**config.mk**
```make
export PLATFORM = sky130hd
export DESIGN_NAME = stream_pkt_mux
export DESIGN_NICKNAME = d
export VERILOG_FILES = /design/src/rtl/stream_pkg.sv /design/src/rtl/rr_pick.sv /design/src/rtl/stream_pkt_mux.sv
export SDC_FILE = /design/constraint.sdc
export NUM_CORES = 1
export LEC_CHECK = 0
export CORE_MARGIN = 3
export CORE_UTILIZATION = 35
export DETAILED_ROUTE_END_ITERATION = 8
export PLACE_DENSITY_LB_ADDON = 0.08
export SLEW_MARGIN = 20
export SYNTH_ARGS = -nofsm -noshare
export SYNTH_HDL_FRONTEND = slang
export SYNTH_SLANG_ARGS = --single-unit
```
**constraint.sdc**
```tcl
create_clock -name clk -period 4.5 [get_ports clk]
set_clock_uncertainty 0.2 [all_clocks]
set_input_delay 1.35 -clock clk [delete_from_list [all_inputs] [get_ports clk]]
set_output_delay 1.35 -clock clk [all_outputs]
set_load 0.01 [all_outputs]
```
**src/rtl/stream_pkg.sv**
```systemverilog
// stream_pkg: shared types and header layout for the packet stream mux
package stream_pkg;
  typedef enum logic [1:0] {IDLE, HDR, DATA, DROP} state_t;
  localparam int HDR_MAGIC_LSB = 56;
  localparam int HDR_SRC_LSB = 48;
  localparam int HDR_SEQ_LSB = 32;
  localparam int HDR_PKT_LSB = 16;
  localparam logic [7:0] HDR_MAGIC_DEF = 8'hA5;
endpackage

```
**src/rtl/rr_pick.sv**
```systemverilog
// rr_pick: combinational round-robin picker, first requester after last
module rr_pick #(
  parameter int N = 4,
  parameter int W = 2
) (
  input  logic [N-1:0] req,
  input  logic [W-1:0] last,
  output logic [W-1:0] grant,
  output logic         any
);
  int best;
  always_comb begin
    grant = '0;
    best = N;
    for (int j = 0; j < N; j++) begin
      if (req[j] && ((j + N - 1 - int'(last)) % N) < best) begin
        best = (j + N - 1 - int'(last)) % N;
        grant = W'(j);
      end
    end
  end
  assign any = |req;
endmodule

```
**src/rtl/stream_pkt_mux.sv**
```systemverilog
// stream_pkt_mux: packet-granular round-robin merge with header prefix and orphan drop
module stream_pkt_mux
  import stream_pkg::*;
#(
  parameter int NUM_SRC = 4,
  parameter int SRC_W = 3,
  parameter logic [7:0] HDR_MAGIC = HDR_MAGIC_DEF
) (
  input  logic                 clk,
  input  logic                 rst,
  input  logic                 ena,
  input  logic [NUM_SRC*64-1:0] in_tdata,
  input  logic [NUM_SRC-1:0]   in_tfirst,
  input  logic [NUM_SRC-1:0]   in_tlast,
  input  logic [NUM_SRC-1:0]   in_tvalid,
  output logic [NUM_SRC-1:0]   in_tready,
  output logic [63:0]          out_tdata,
  output logic                 out_tfirst,
  output logic                 out_tlast,
  output logic                 out_tvalid,
  input  logic                 out_tready,
  output logic [15:0]          drop_count,
  output logic [15:0]          pkt_count
);
  // per-source vectors padded to the full index range so grant indexes them exactly
  localparam int NP = 2 ** SRC_W;
  state_t state, state_n;
  logic [SRC_W-1:0] grant, last_grant, pick;
  logic any_req, dvalid, dlast, done;
  logic [15:0] seq [NP];
  logic [NP-1:0] first_p, last_p, valid_p, ready_p;
  logic [63:0] data_p [NP];
  logic [63:0] hdr;
  assign first_p = NP'(in_tfirst);
  assign last_p = NP'(in_tlast);
  assign valid_p = NP'(in_tvalid);
  always_comb begin
    data_p = '{default: '0};
    for (int i = 0; i < NUM_SRC; i++) data_p[i] = in_tdata[64*i +: 64];
  end
  assign dvalid = valid_p[grant];
  assign dlast = last_p[grant];
  assign done = dvalid && dlast && (state == DROP || (state == DATA && out_tready));
  rr_pick #(.N(NUM_SRC), .W(SRC_W)) u_pick (
    .req(in_tvalid),
    .last(last_grant),
    .grant(pick),
    .any(any_req)
  );
  always_ff @(posedge clk) begin
    if (rst) begin
      state <= IDLE;
      grant <= '0;
      last_grant <= SRC_W'(NUM_SRC - 1);
      seq <= '{default: '0};
      pkt_count <= '0;
      drop_count <= '0;
    end else begin
      state <= state_n;
      if (state == IDLE && ena && any_req) begin
        grant <= pick;
        last_grant <= pick;
      end
      if (state == DATA && done) begin
        seq[grant] <= seq[grant] + 16'd1;
        pkt_count <= pkt_count + 16'd1;
      end
      if (state == DROP && done && drop_count != 16'hFFFF) drop_count <= drop_count + 16'd1;
    end
  end
  always_comb begin
    state_n = state == IDLE ? ((ena && any_req) ? (first_p[pick] ? HDR : DROP) : IDLE)
            : state == HDR ? (out_tready ? DATA : HDR)
            : done ? IDLE : state;
  end
  always_comb begin
    hdr = '0;
    hdr[HDR_MAGIC_LSB +: 8] = HDR_MAGIC;
    hdr[HDR_SRC_LSB +: 8] = 8'(grant);
    hdr[HDR_SEQ_LSB +: 16] = seq[grant];
    hdr[HDR_PKT_LSB +: 16] = pkt_count;
    ready_p = '0;
    ready_p[grant] = state == DATA ? out_tready : state == DROP;
    out_tvalid = state == HDR || (state == DATA && dvalid);
    out_tfirst = state == HDR;
    out_tlast = state == DATA && dlast;
    out_tdata = state == HDR ? hdr : state == DATA ? data_p[grant] : '0;
  end
  assign in_tready = ready_p[NUM_SRC-1:0];
endmodule

```
* Word-level counts from Yosys, hierarchy flattened
Cells that the tools add are included.
** Storage, ports and cells
- Register bits :: 168
- Logic and storage cells :: 97
- Bits of input ports :: 272
- Output and inout bits :: 103
** Cells by class
- $add $sub $neg :: 7
- Muxes and demuxes :: 32
- Bitwise logic cells :: 6
- $lt $le $gt $ge :: 9
- Eq/ne operators :: 4
- Reduce and logical (&&, ||, !) cells :: 26
** Operators with widths (count)
- 2-to-1 mux 64 bit :: 4
- binary-select mux 64 bit (select 3 bit) :: 1
- bitwise mux 128 bit :: 1
- less-than comparator 3 x 32 -> 1 bit :: 3
- 2-to-1 mux 32 bit :: 3
- adder 16 x 1 -> 16 bit (second input constant) :: 3
- binary-select mux 16 bit (select 3 bit) :: 1
- demux 16 bit (select 3 bit) :: 1
- 2-to-1 mux 16 bit :: 3
- logical AND 1 bit :: 17
- 2-to-1 mux 2 bit :: 8
- != test 16 bit (second input constant) :: 1
- less-than comparator 3 x 4 -> 1 bit (second input constant) :: 3
- subtractor 3 x 3 -> 4 bit (first input constant) :: 3
- binary-select mux 1 bit (select 3 bit) :: 3
- OR reduction 2 bit :: 4
- 2-to-1 mux 1 bit :: 6
- bitwise AND 1 bit :: 4
- bitwise AND 4 bit :: 1
- == test 2 bit (second input constant) :: 2
- greater-or-equal comparator 4 bit (second input constant) :: 1
- less-than comparator 4 x 1 -> 1 bit (second input constant) :: 1
- NOT 3 -> 4 bit :: 1
- OR reduction 4 bit :: 1
- 7 further kinds :: 8

* Longest topological paths before layout
Gate-level depths: netlist of the first run.
- Word-level depth :: 20
- Depth in mapped cells :: 14
- Depth with buffers taken out :: 14

* Hierarchy
Synthesis of the first run repeated with hierarchy kept, for this count alone.
** Second synthesis, totals
- Cell total of the unflattened synthesis :: 1095
- Area total of the unflattened synthesis :: 9545.4 um^2
** Modules (own cells, without submodules)
- stream_pkt_mux :: cells each 1035, area an instance 9033.7 um^2, sequential area each 3343.2 um^2, times used 1
- rr_pick :: cells each 60, area an instance 511.7 um^2, sequential area each 0.0 um^2, times used 1

* Least setup slack after synthesis of the first run
Ideal clock, no wire load.
- Path kind :: input to register
- Start point :: input in_tvalid[1]
- End point :: register state[1]
- Library setup time :: 131 ps
- Slack :: 342 ps
- Arrival :: 3827 ps
- Buffers on the path :: 1
- Stages :: 14
- Data required time :: 4169 ps
- Cell sequence :: clkbuf_1 -> mux2_2 -> a21oi_1 -> ha_1 -> o22ai_1 -> o21ai_0 -> nand2_1 -> o21ai_0 -> ha_1 -> or3b_2 -> a31oi_1 -> o31ai_1 -> a31oi_1 -> nor3_1
** On the way
- Word-level cells in the longest chain between the ends :: 13
- Elaborated cells on any way between the ends :: 22
- Those cells by class :: order compare: 2; mux: 12; reduce/logical: 8
** RTL lines
- start, declared :: line stream_pkt_mux.sv:15 : input logic [NUM_SRC-1:0] in_tvalid,
- logical AND 1 bit :: line rr_pick.sv:16 : if (req[j] && ((j + N - 1 - int'(last)) % N) < best) begin
- 2-to-1 mux 32 bit :: line rr_pick.sv:16
- less-than comparator 3 x 32 -> 1 bit :: line rr_pick.sv:16
- logical AND 1 bit :: line rr_pick.sv:16
- 2-to-1 mux 32 bit :: line rr_pick.sv:16
- less-than comparator 3 x 32 -> 1 bit :: line rr_pick.sv:16
- logical AND 1 bit :: line rr_pick.sv:16
- 2-to-1 mux 2 bit :: line rr_pick.sv:16
- binary-select mux 1 bit (select 3 bit) :: line stream_pkt_mux.sv:72 : state_n = state == IDLE ? ((ena && any_req) ? (first_p[pick] ? HDR : DROP) : IDLE)
- 2-to-1 mux 1 bit (not written as such) :: line stream_pkt_mux.sv:72
- 2-to-1 mux 2 bit (3 in a row) :: line stream_pkt_mux.sv:72
- end signal, assigned :: line stream_pkt_mux.sv:59 : state <= state_n;
- end, declared :: line stream_pkt_mux.sv:27 : state_t state, state_n;
Several ways; a longest one is shown, not always the timed one. The select of a mux whose other input is x is not followed.
A chain may end at the register's enable or synchronous reset.

* Worst setup path in the final report of the first run
- Start point :: input in_tdata[207]
- End point :: output out_tdata[15]
** On the way
- Word-level cells in the longest chain between the ends :: 5
** RTL lines
- start, declared :: line stream_pkt_mux.sv:12 : input logic [NUM_SRC*64-1:0] in_tdata,
- binary-select mux 64 bit (select 3 bit) :: line stream_pkt_mux.sv:87 : out_tdata = state == HDR ? hdr : state == DATA ? data_p[grant] : '0;
- 2-to-1 mux 64 bit (not written as such) (2 in a row) :: line stream_pkt_mux.sv:87
- 2-to-1 mux 64 bit (2 in a row) :: line stream_pkt_mux.sv:87
- end, declared :: line stream_pkt_mux.sv:17 : output logic [63:0] out_tdata,
Every way passes these cells. The select of a mux whose other input is x is not followed.

==> impl_metrics.csv, run 1 <==
group,metric,value,unit
route,wl_cell,21.9,um
route,wirelength,29.3,mm
timing,report.final.hold_viol_count,0,
route,routed.top_layer,"met5",
placed_design,setup_slack_at_placement,-183,ps
clocking,cts_tree,"built",
grt,largest_net_degree_at_the_start_of_global_routing,75,
yosys,post_synthesis_compound_gate_area_fraction,14.2,%
route,met1_length,12.2,mm
yosys,synth.mux.area_fraction,27.3,%
route,first_iter_violations,337,
yosys,synth_top_area_cell,"dfxtp_1",
timing,post_route_worst_setup_slack,34.1,ps
yosys,synth_commonest_cells,"nor2_1 (110), dfxtp_1 (102), mux4_2 (74)",
grt,grt_overflow,0,
yosys,synth_fp_nets,985,
floorplan,dieHeight,149,um
placed_design,dpl.hpwl,23.1,mm
floorplan,ioPinCount,375,
yosys,postSynth.asyncResetShare,0,%
yosys,mappedNetlistArea,7120,um2
floorplan,dieArea,22100,um2
yosys,ys_top_cells_by_area,"dfxtp_1 (29%), mux4_2 (23%), nor2_1 (5.8%), a211oi_1 (5.5%), xnor2_1 (4.2%)",
yosys,post_synth_inst_count,708,
worst_setup_path,start_kind,"input port",
pwr,static-leakage-power,4.20,nW
clocking,htree_levels,3,
timing,max_freq,224,MHz
yosys,ys_seq_area_share,28.7,%
timing,worst_slew_margin_rel,46.5,%
grt,grt_pass1_wl,43.3,mm
route,drt-vias-per-instance,5.44,
worst_setup_path,worst-endpoint-arrival,2920,ps
yosys,syn_area_per_cell,10.1,um2
floorplan,core,19700,um2
placed_design,dpl_cell_area,11200,um2
floorplan,initial_utilization,36.1,%
route,drc,0,
grt,first_global_vias,7147,
route,first_pass_iters,5,
timing,finalMaxSlewViolations,0,
route,ant_nets,0,
worst_setup_path,critical_path.endpoint_type,"output port",
floorplan,floorplan.die.width,149,um
grt,antenna_violations_before_repair,4,
timing,fin_setup_tns,0,ps
worst_setup_path,crit_type,"in -> out",
timing,worst_slew_pin_slew,797,ps
floorplan,std_cell_rows,51,
job,max_cap_violations,0,
clocking,cts_bufs_inserted,9,
pwr,irDropWorstVdd,0.000171,V
yosys,post-synth-top-area-fraction,28.7,%
route,detailroute.via_count,7286,
timing,final_period_minus_worst_setup_slack,4470,ps
pwr,pwr_density_cell,297,nW/um2
route,met2RoutedLength,13.8,mm
timing,rsz0062_at_grt,"no",
layout,area_growth,62.9,%
clocking,post_cts_resized,15,
hold_path,min-delay-path-class,"reg -> reg",
route,met3WireLength,2.90,mm
clocking,cts_hold_buffers,0,
yosys,yosysUniqueCellTypes,57,
clocking,setup_repair_bufs_after_cts,0,
clocking,clock-root-buffer,"clkbuf_16",
clocking,clk_pin_slew_worst_paths,70,ps
yosys,yosys_most_used_dff,"dfxtp_1",
yosys,yosys.area_share.xor_xnor,4.80,%
timing,fin_crit_sh,99.2,%
worst_setup_path,timing.critical_path.required,2950,ps
worst_setup_path,worst-path-max-fanout,1,
yosys,synth_area_in_adders,0.879,%
placed_design,globalplace.congestion,0.921,
grt,grt.total_usage,25.8,%
yosys,synthSimpleGateAreaFrac,19.2,%
yosys,yosys_register_bits,102,
clocking,worstSkewPairLatency,350,ps
yosys,synth_edf_count,0,
clocking,clock_sink_count,102,
clocking,clock_path_buffers,2,
yosys,synth_warnings,0,
timing,report.final.setup_viol,0,
run_status,run_status,"complete, no violations",
yosys,main_combinational_cell_family_by_area_after_synthesis,"multiplexers",
timing,final.hold.worst_slack,267,ps
placed_design,port_buffers,374,
layout,nNetsFinal,1345,
layout,final_layout_size_suffix_gt1_share,14.3,%
layout,design_area,11600,um2
layout,final.fill_count,1712,
yosys,synthMostInstantiatedCell,"nor2_1",
power by group:
part	total (W)	leakage, nW	internal [W]	switching, W
registers	0.00103	0.824	0.000928	0.0000982
logic	0.00154	3.21	0.000910	0.000634
clock network	0.000868	0.169	0.000514	0.000354
critical path: stages:
cell and delay (ps):
clkdlybuf4s50_1 430, mux4_2 470, and2_1 160, clkdlybuf4s50_1 510
state kept, by name, indices dropped and copies added (netlist names):
register,cells
drop_count,16
grant,2
last_grant,2
pkt_count,16
seq,64
state,2
routing by layer:
metal  track usage, %  vias to the layer above
met2             41.2                      306
met4             5.73                        6
met5                0                        -
met3             9.51                       33
li1                 -                     3450
met1             33.7                     3491
per-stage QoR:
step / instances / power, W / utilization (%)
after global routing: 1339 / 0.00362 / 58.8
after detailed placement: 1322 / 0.00261 / 56.9
after CTS: 1338 / 0.00347 / 58.5
after global placement: 1322 / 0.00261 / 56.8
after floorplan: 708 / 0.00186 / -
final: 1339 / 0.00344 / 58.8
worst paths after layout:
path	cells after the start	slack, ps	start	endpoint
setup reg to reg	9	840	grant[1]	seq[104]
hold / removal	2	270	seq[81]	seq[81]
hold reg to reg	2	270	seq[81]	seq[81]
setup / recovery	4	30	in_tdata[207]	out_tdata[15]
layout by cell type (no fill, tap or decap), drive strengths merged, types with 13 or more instances in the layout:
master	n
clkbuf	13
nor2	110
xnor2	34
nor4	15
a21oi	15
dlymetal6s2s	18
clkdlybuf4s50	342
mux4	82
nand3	18
and2	29
a22o	34
buf	38
nand2	25
nand4	16
a211oi	52
dfxtp	102
nor3	20
cell type report:
cell class | count | area (um2) | area share, %
repair buffers | 411 | 4070 | 35.1
clock buffers | 13 | 292 | 2.51
clock inverters | 3 | 46.3 | 0.399
flip-flops and latches | 102 | 2050 | 17.7
multi-input cells | 537 | 4770 | 41.2
well taps | 265 | 332 | 2.86
inverters | 7 | 26.3 | 0.227
diodes | 1 | 2.50 | 0.0216
logic make-up after synthesis:
logic type | count (synthesis)
simple gates | 267
buf+inv | 69
fa+ha+maj | 5
xor+xnor | 39
compound gates | 137
mux | 89
flops | 102
No activity file was read; power rests on OpenSTA's default activity.
==> run 2: changes to the inputs <==
--- a/config.mk
+++ b/config.mk
@@ -5,9 +5,11 @@
 export SDC_FILE = /design/constraint.sdc
 export NUM_CORES = 1
 export LEC_CHECK = 0
+export CAP_MARGIN = 20
 export CORE_MARGIN = 3
 export CORE_UTILIZATION = 35
 export DETAILED_ROUTE_END_ITERATION = 8
+export DONT_BUFFER_PORTS = 1
 export PLACE_DENSITY_LB_ADDON = 0.08
 export SLEW_MARGIN = 20
 export SYNTH_ARGS = -nofsm -noshare
==> constraint.sdc (replaced) <==
create_clock -name clk -period 4.1 [get_ports clk]
set_clock_uncertainty 0.2 [all_clocks]
set_input_delay 1.23 -clock clk [delete_from_list [all_inputs] [get_ports clk]]
set_output_delay 1.23 -clock clk [all_outputs]
set_load 0.01 [all_outputs]
==> impl_metrics.csv, run 2 (synthesis results as in run 1) <==
group,metric,value,unit
route,wl_cell,27.8,um
clocking,cts_hold_buffers,0,
timing,report.final.setup_viol,0,
route,first_pass_iters,5,
worst_setup_path,timing.critical_path.required,2670,ps
timing,rsz0062_at_grt,"no",
worst_setup_path,r2r.worst_path.cells,8,
worst_setup_path,start_kind,"flip-flop",
worst_setup_path,critical_path.endpoint_type,"output port",
clocking,clock_sink_count,102,
worst_setup_path,worst-path-max-fanout,36,
floorplan,ioPinCount,375,
pwr,irDropWorstVdd,0.000194,V
timing,post_route_worst_setup_slack,237,ps
floorplan,std_cell_rows,51,
route,drc,0,
placed_design,placedCellCount,932,
worst_setup_path,crit_type,"reg -> out",
clocking,setup_repair_bufs_after_cts,0,
grt,antenna_violations_before_repair,4,
clocking,htree_levels,3,
grt,grt.total_usage,23.3,%
pwr,pwr_density_cell,413,nW/um2
grt,largest_net_degree_at_the_start_of_global_routing,104,
floorplan,core,19700,um2
pwr,power.total,0.00317,W
timing,final_period_minus_worst_setup_slack,3860,ps
placed_design,setup_slack_at_placement,147,ps
layout,area_growth,7.91,%
hold_path,min-delay-path-class,"reg -> reg",
job,max_cap_violations,0,
layout,final_layout_size_suffix_gt1_share,18.9,%
layout,nNetsFinal,955,
layout,final_cells,951,
placed_design,dpl.hpwl,20.7,mm
timing,fin_crit_sh,94.2,%
route,drt-vias-per-instance,6.29,
placed_design,globalplace.congestion,0.957,
grt,grt_pass1_wl,38.9,mm
timing,max_freq,259,MHz
floorplan,dieArea,22100,um2
route,first_iter_violations,354,
layout,fin_util,39.0,%
layout,most_common_library_cell_in_the_layout_ignoring_fill_and_taps,"nor2_1",
grt,first_global_vias,6022,
timing,worst_slew_pin_slew,694,ps
clocking,clock-root-buffer,"clkbuf_16",
layout,mostFrequentLayoutCells,"nor2_1 (110), dfxtp_1 (100), mux4_2 (74), a211oi_1 (52), xnor2_1 (34)",
route,wirelength,26.5,mm
layout,layout_top_registers,"seq: 64 flops, drop_count: 16 flops, pkt_count: 16 flops",
timing,report.final.hold_viol_count,0,
layout,top_register,"seq",
route,detailroute.via_count,5985,
clocking,cts_tree,"built",
floorplan,floorplan.die.width,149,um
worst_setup_path,worst-endpoint-arrival,2430,ps
placed_design,port_buffers,0,
clocking,worstSkewPairLatency,360,ps
floorplan,initial_utilization,36.1,%
floorplan,dieHeight,149,um
pwr,static-leakage-power,2.33,nW
clocking,cts_bufs_inserted,9,
clocking,clock_path_buffers,2,
hold_path,whs_path_depth,2,
clocking,clk_pin_slew_worst_paths,80,ps
layout,number_of_flip_flops_in_the_largest_register,64,
timing,worst_slew_margin_rel,53.4,%
timing,fin_setup_tns,0,ps
run_status,run_status,"complete, no violations",
clocking,post_cts_resized,0,
timing,finalMaxSlewViolations,0,
route,ant_nets,0,
grt,grt_overflow,0,
==> run 2: cell types whose count changed in the layout (fill, tap and decap cells not counted), moves of 2 or more <==
cell / before / now
o21ai_0: 10 / 12
buf_4: 36 / 16
diode_2: 1 / 4
dlygate4sd2_1: 12 / 0
buf_12: 2 / 5
clkdlybuf4s50_1: 342 / 0
dlymetal6s2s_1: 18 / 0
inv_6: 0 / 3
clkbuf_8: 3 / 0
==> run 2: path summary, 6_finish.rpt <==
kind                                      end     start  slack, ps
worst min register to register        seq[81]   seq[81]        260
worst min-delay path                  seq[81]   seq[81]        260
worst max register to register        seq[95]  grant[0]        710
worst max-delay path            out_tdata[58]  grant[0]        240
==> run 2: through the flow <==
step	instance area, um2	hold slack (ps)
global route	7670	290
floorplan	7120	232
finish	7680	259
CTS	7670	254
global placement	7380	234
detailed placement	7380	243
==> run 2: worst max-delay path, cell delays in order, from the launching register on <==
cell	delay, ps
dfxtp_4	760
buf_12	350
buf_12	190
mux4_2	510
a21o_1	230
==> run 2: layout make-up <==
type                       instances  area [um2]
clock inverter                     6        70.1
antenna                            4        10.0
fill                            1931       12000
sequential                       102        2050
inverter                           7        26.3
tap                              265         332
timing repair buffer              21         220
clock buffer                       9         225
multi-input combinational        537        4750
==> run 2: report_power, final <==
group	leakage [nW]	switching, W	internal, W	total, W
clock network	0.147	0.000402	0.000477	0.000879
registers	0.824	0.0000997	0.00102	0.00112
logic	1.36	0.000610	0.000562	0.00117
==> run 2: layer usage <==
| layer | track usage (%) | vias up | share of wire [%] |
|---|---|---|---|
| met3 | 8.59 | 18 | 11 |
| li1 | - | 2681 | - |
| met5 | 0 | - | 0.13 |
| met4 | 3.93 | 4 | 0.71 |
| met2 | 36.5 | 296 | 46 |
| met1 | 31.6 | 2986 | 43 |
==> run 3: changes to the inputs <==
--- a/config.mk
+++ b/config.mk
@@ -6,9 +6,9 @@
 export NUM_CORES = 1
 export LEC_CHECK = 0
 export CAP_MARGIN = 20
-export CORE_MARGIN = 3
-export CORE_UTILIZATION = 35
+export CORE_AREA = 3 3 143 145
 export DETAILED_ROUTE_END_ITERATION = 8
+export DIE_AREA = 0 0 146 148
 export DONT_BUFFER_PORTS = 1
 export PLACE_DENSITY_LB_ADDON = 0.08
 export SLEW_MARGIN = 20
==> impl_metrics.csv, run 3 (synthesis results as in run 1) <==
group,metric,value,unit
run_status,run_status,"complete, no violations",
timing,fin_setup_tns,0,ps
grt,grt_overflow,0,
pwr,comb_power_share,37.0,%
route,wl_cell,27.0,um
timing,finalMaxSlewViolations,0,
placed_design,port_buffers,0,
placed_design,dpl.hpwl,19.7,mm
route,detailroute.via_count,5946,
hold_path,min-delay-path-class,"reg -> reg",
pwr,pwr_density_cell,417,nW/um2
pwr,share_seq_of_total_power,34.2,%
pwr,static-leakage-power,2.32,nW
pwr,netSwitchingFraction,34.3,%
clocking,worstSkewPairLatency,350,ps
worst_setup_path,timing.critical_path.required,2670,ps
timing,max_freq,259,MHz
timing,final_period_minus_worst_setup_slack,3860,ps
worst_setup_path,worst-endpoint-arrival,2430,ps
layout,final_layout_size_suffix_gt1_share,18.5,%
timing,worst_slew_pin_slew,859,ps
worst_setup_path,crit_type,"reg -> out",
clocking,cts_tree,"built",
timing,final.hold.worst_slack,278,ps
worst_setup_path,worst-path-max-fanout,51,
clocking,clock-root-buffer,"clkbuf_16",
timing,report.final.hold_viol_count,0,
floorplan,core,19300,um2
grt,grt_pass1_wl,37.6,mm
pwr,power.total,0.00319,W
grt,antenna_violations_before_repair,8,
placed_design,globalplace.congestion,0.930,
floorplan,std_cell_rows,51,
layout,final.fill_count,1902,
pwr,irDropWorstVdd,0.000234,V
clocking,cts_bufs_inserted,9,
grt,grt.total_usage,22.8,%
route,first_iter_violations,311,
route,ant_nets,0,
layout,final_cells,946,
timing,report.final.setup_viol,0,
clocking,setup_repair_bufs_after_cts,0,
timing,fin_crit_sh,94.1,%
layout,top_register,"seq",
layout,layout_top_registers,"seq: 64 flops, drop_count: 16 flops, pkt_count: 16 flops",
layout,mostFrequentLayoutCells,"nor2_1 (110), dfxtp_1 (100), mux4_2 (74), a211oi_1 (52), xnor2_1 (34)",
route,drt-vias-per-instance,6.29,
clocking,clock_sink_count,102,
placed_design,placedCellCount,930,
clocking,cts_hold_buffers,0,
timing,rsz0062_at_grt,"no",
pwr,switching_power_summed_over_all_nets,0.00109,W
floorplan,floorplan.die.width,146,um
worst_setup_path,start_kind,"flip-flop",
clocking,htree_levels,3,
layout,area_growth,7.57,%
layout,nNetsFinal,953,
grt,largest_net_degree_at_the_start_of_global_routing,104,
route,wirelength,25.5,mm
floorplan,dieHeight,148,um
floorplan,ioPinCount,375,
grt,first_global_vias,6053,
clocking,post_cts_resized,0,
route,drc,0,
pwr,power.clock.fraction,28.8,%
floorplan,initial_utilization,36.8,%
pwr,cellInternalPower,0.00210,W
worst_setup_path,critical_path.endpoint_type,"output port",
worst_setup_path,r2r.worst_path.cells,13,
route,first_pass_iters,5,
timing,worst_slew_margin_rel,42.3,%
floorplan,dieArea,21600,um2
layout,number_of_flip_flops_in_the_largest_register,64,
timing,post_route_worst_setup_slack,241,ps
clocking,clk_pin_slew_worst_paths,70,ps
placed_design,setup_slack_at_placement,105,ps
hold_path,whs_path_depth,2,
layout,most_common_library_cell_in_the_layout_ignoring_fill_and_taps,"nor2_1",
job,max_cap_violations,0,
clocking,clock_path_buffers,2,
-- run 3: changes by cell type in the layout (fill, tap and decap cells not counted) --
cell	change
diode_2	-3
clkbuf_8	+2
inv_6	-3
clkbuf_1	+1
buf_12	-2
clkbuf_16	+1
clkinv_2	-1
clkinv_4	-1
clkinvlp_4	+1
-- run 3: worst paths after layout --
kind                  from         to  slack (ps)
max reg2reg  last_grant[1]   grant[1]         780
max               grant[0]  out_tlast         240
min               seq[100]   seq[100]         280
min reg2reg       seq[100]   seq[100]         280
-- run 3: area by class of cell --
class	count	area, um2	share of cell area, %
well taps	265	332	4.33
flip-flops and latches	102	2050	26.8
diodes	1	2.50	0.0327
multi-input cells	537	4750	62.0
repair buffers	19	180	2.35
inverters	7	26.3	0.343
clock inverters	2	37.5	0.490
clock buffers	13	282	3.68
-- run 3: per-stage QoR --
step | instance area, um2 | utilization (%)
after floorplan | 7120 | -
after global placement | 7340 | 37.9
after detailed placement | 7340 | 37.9
after CTS | 7660 | 39.6
after global routing | 7660 | 39.6
final | 7660 | 39.6
-- run 3: metal layers --
layer	GRT usage, %	part of all wire, %
met3	12.0	12
met4	5.46	1.7
met2	34.3	44
met1	29.2	42
met5	0	0.40
-- run 3: power by group through the flow --
stage | clock network [W] | logic, W | registers, W
floorplan | 0 | 0.000979 | 0.00106
global placement | 0 | 0.00116 | 0.00111
detailed placement | 0 | 0.00118 | 0.00112
CTS | 0.000958 | 0.00119 | 0.00109
global route | 0.000990 | 0.00128 | 0.00110
finish | 0.000920 | 0.00118 | 0.00109
-- run 3: critical path, stage by stage (launching register included) --
cell and delay (ps):
dfxtp_4 550, buf_12 360, mux4_1 810, and2_1 290
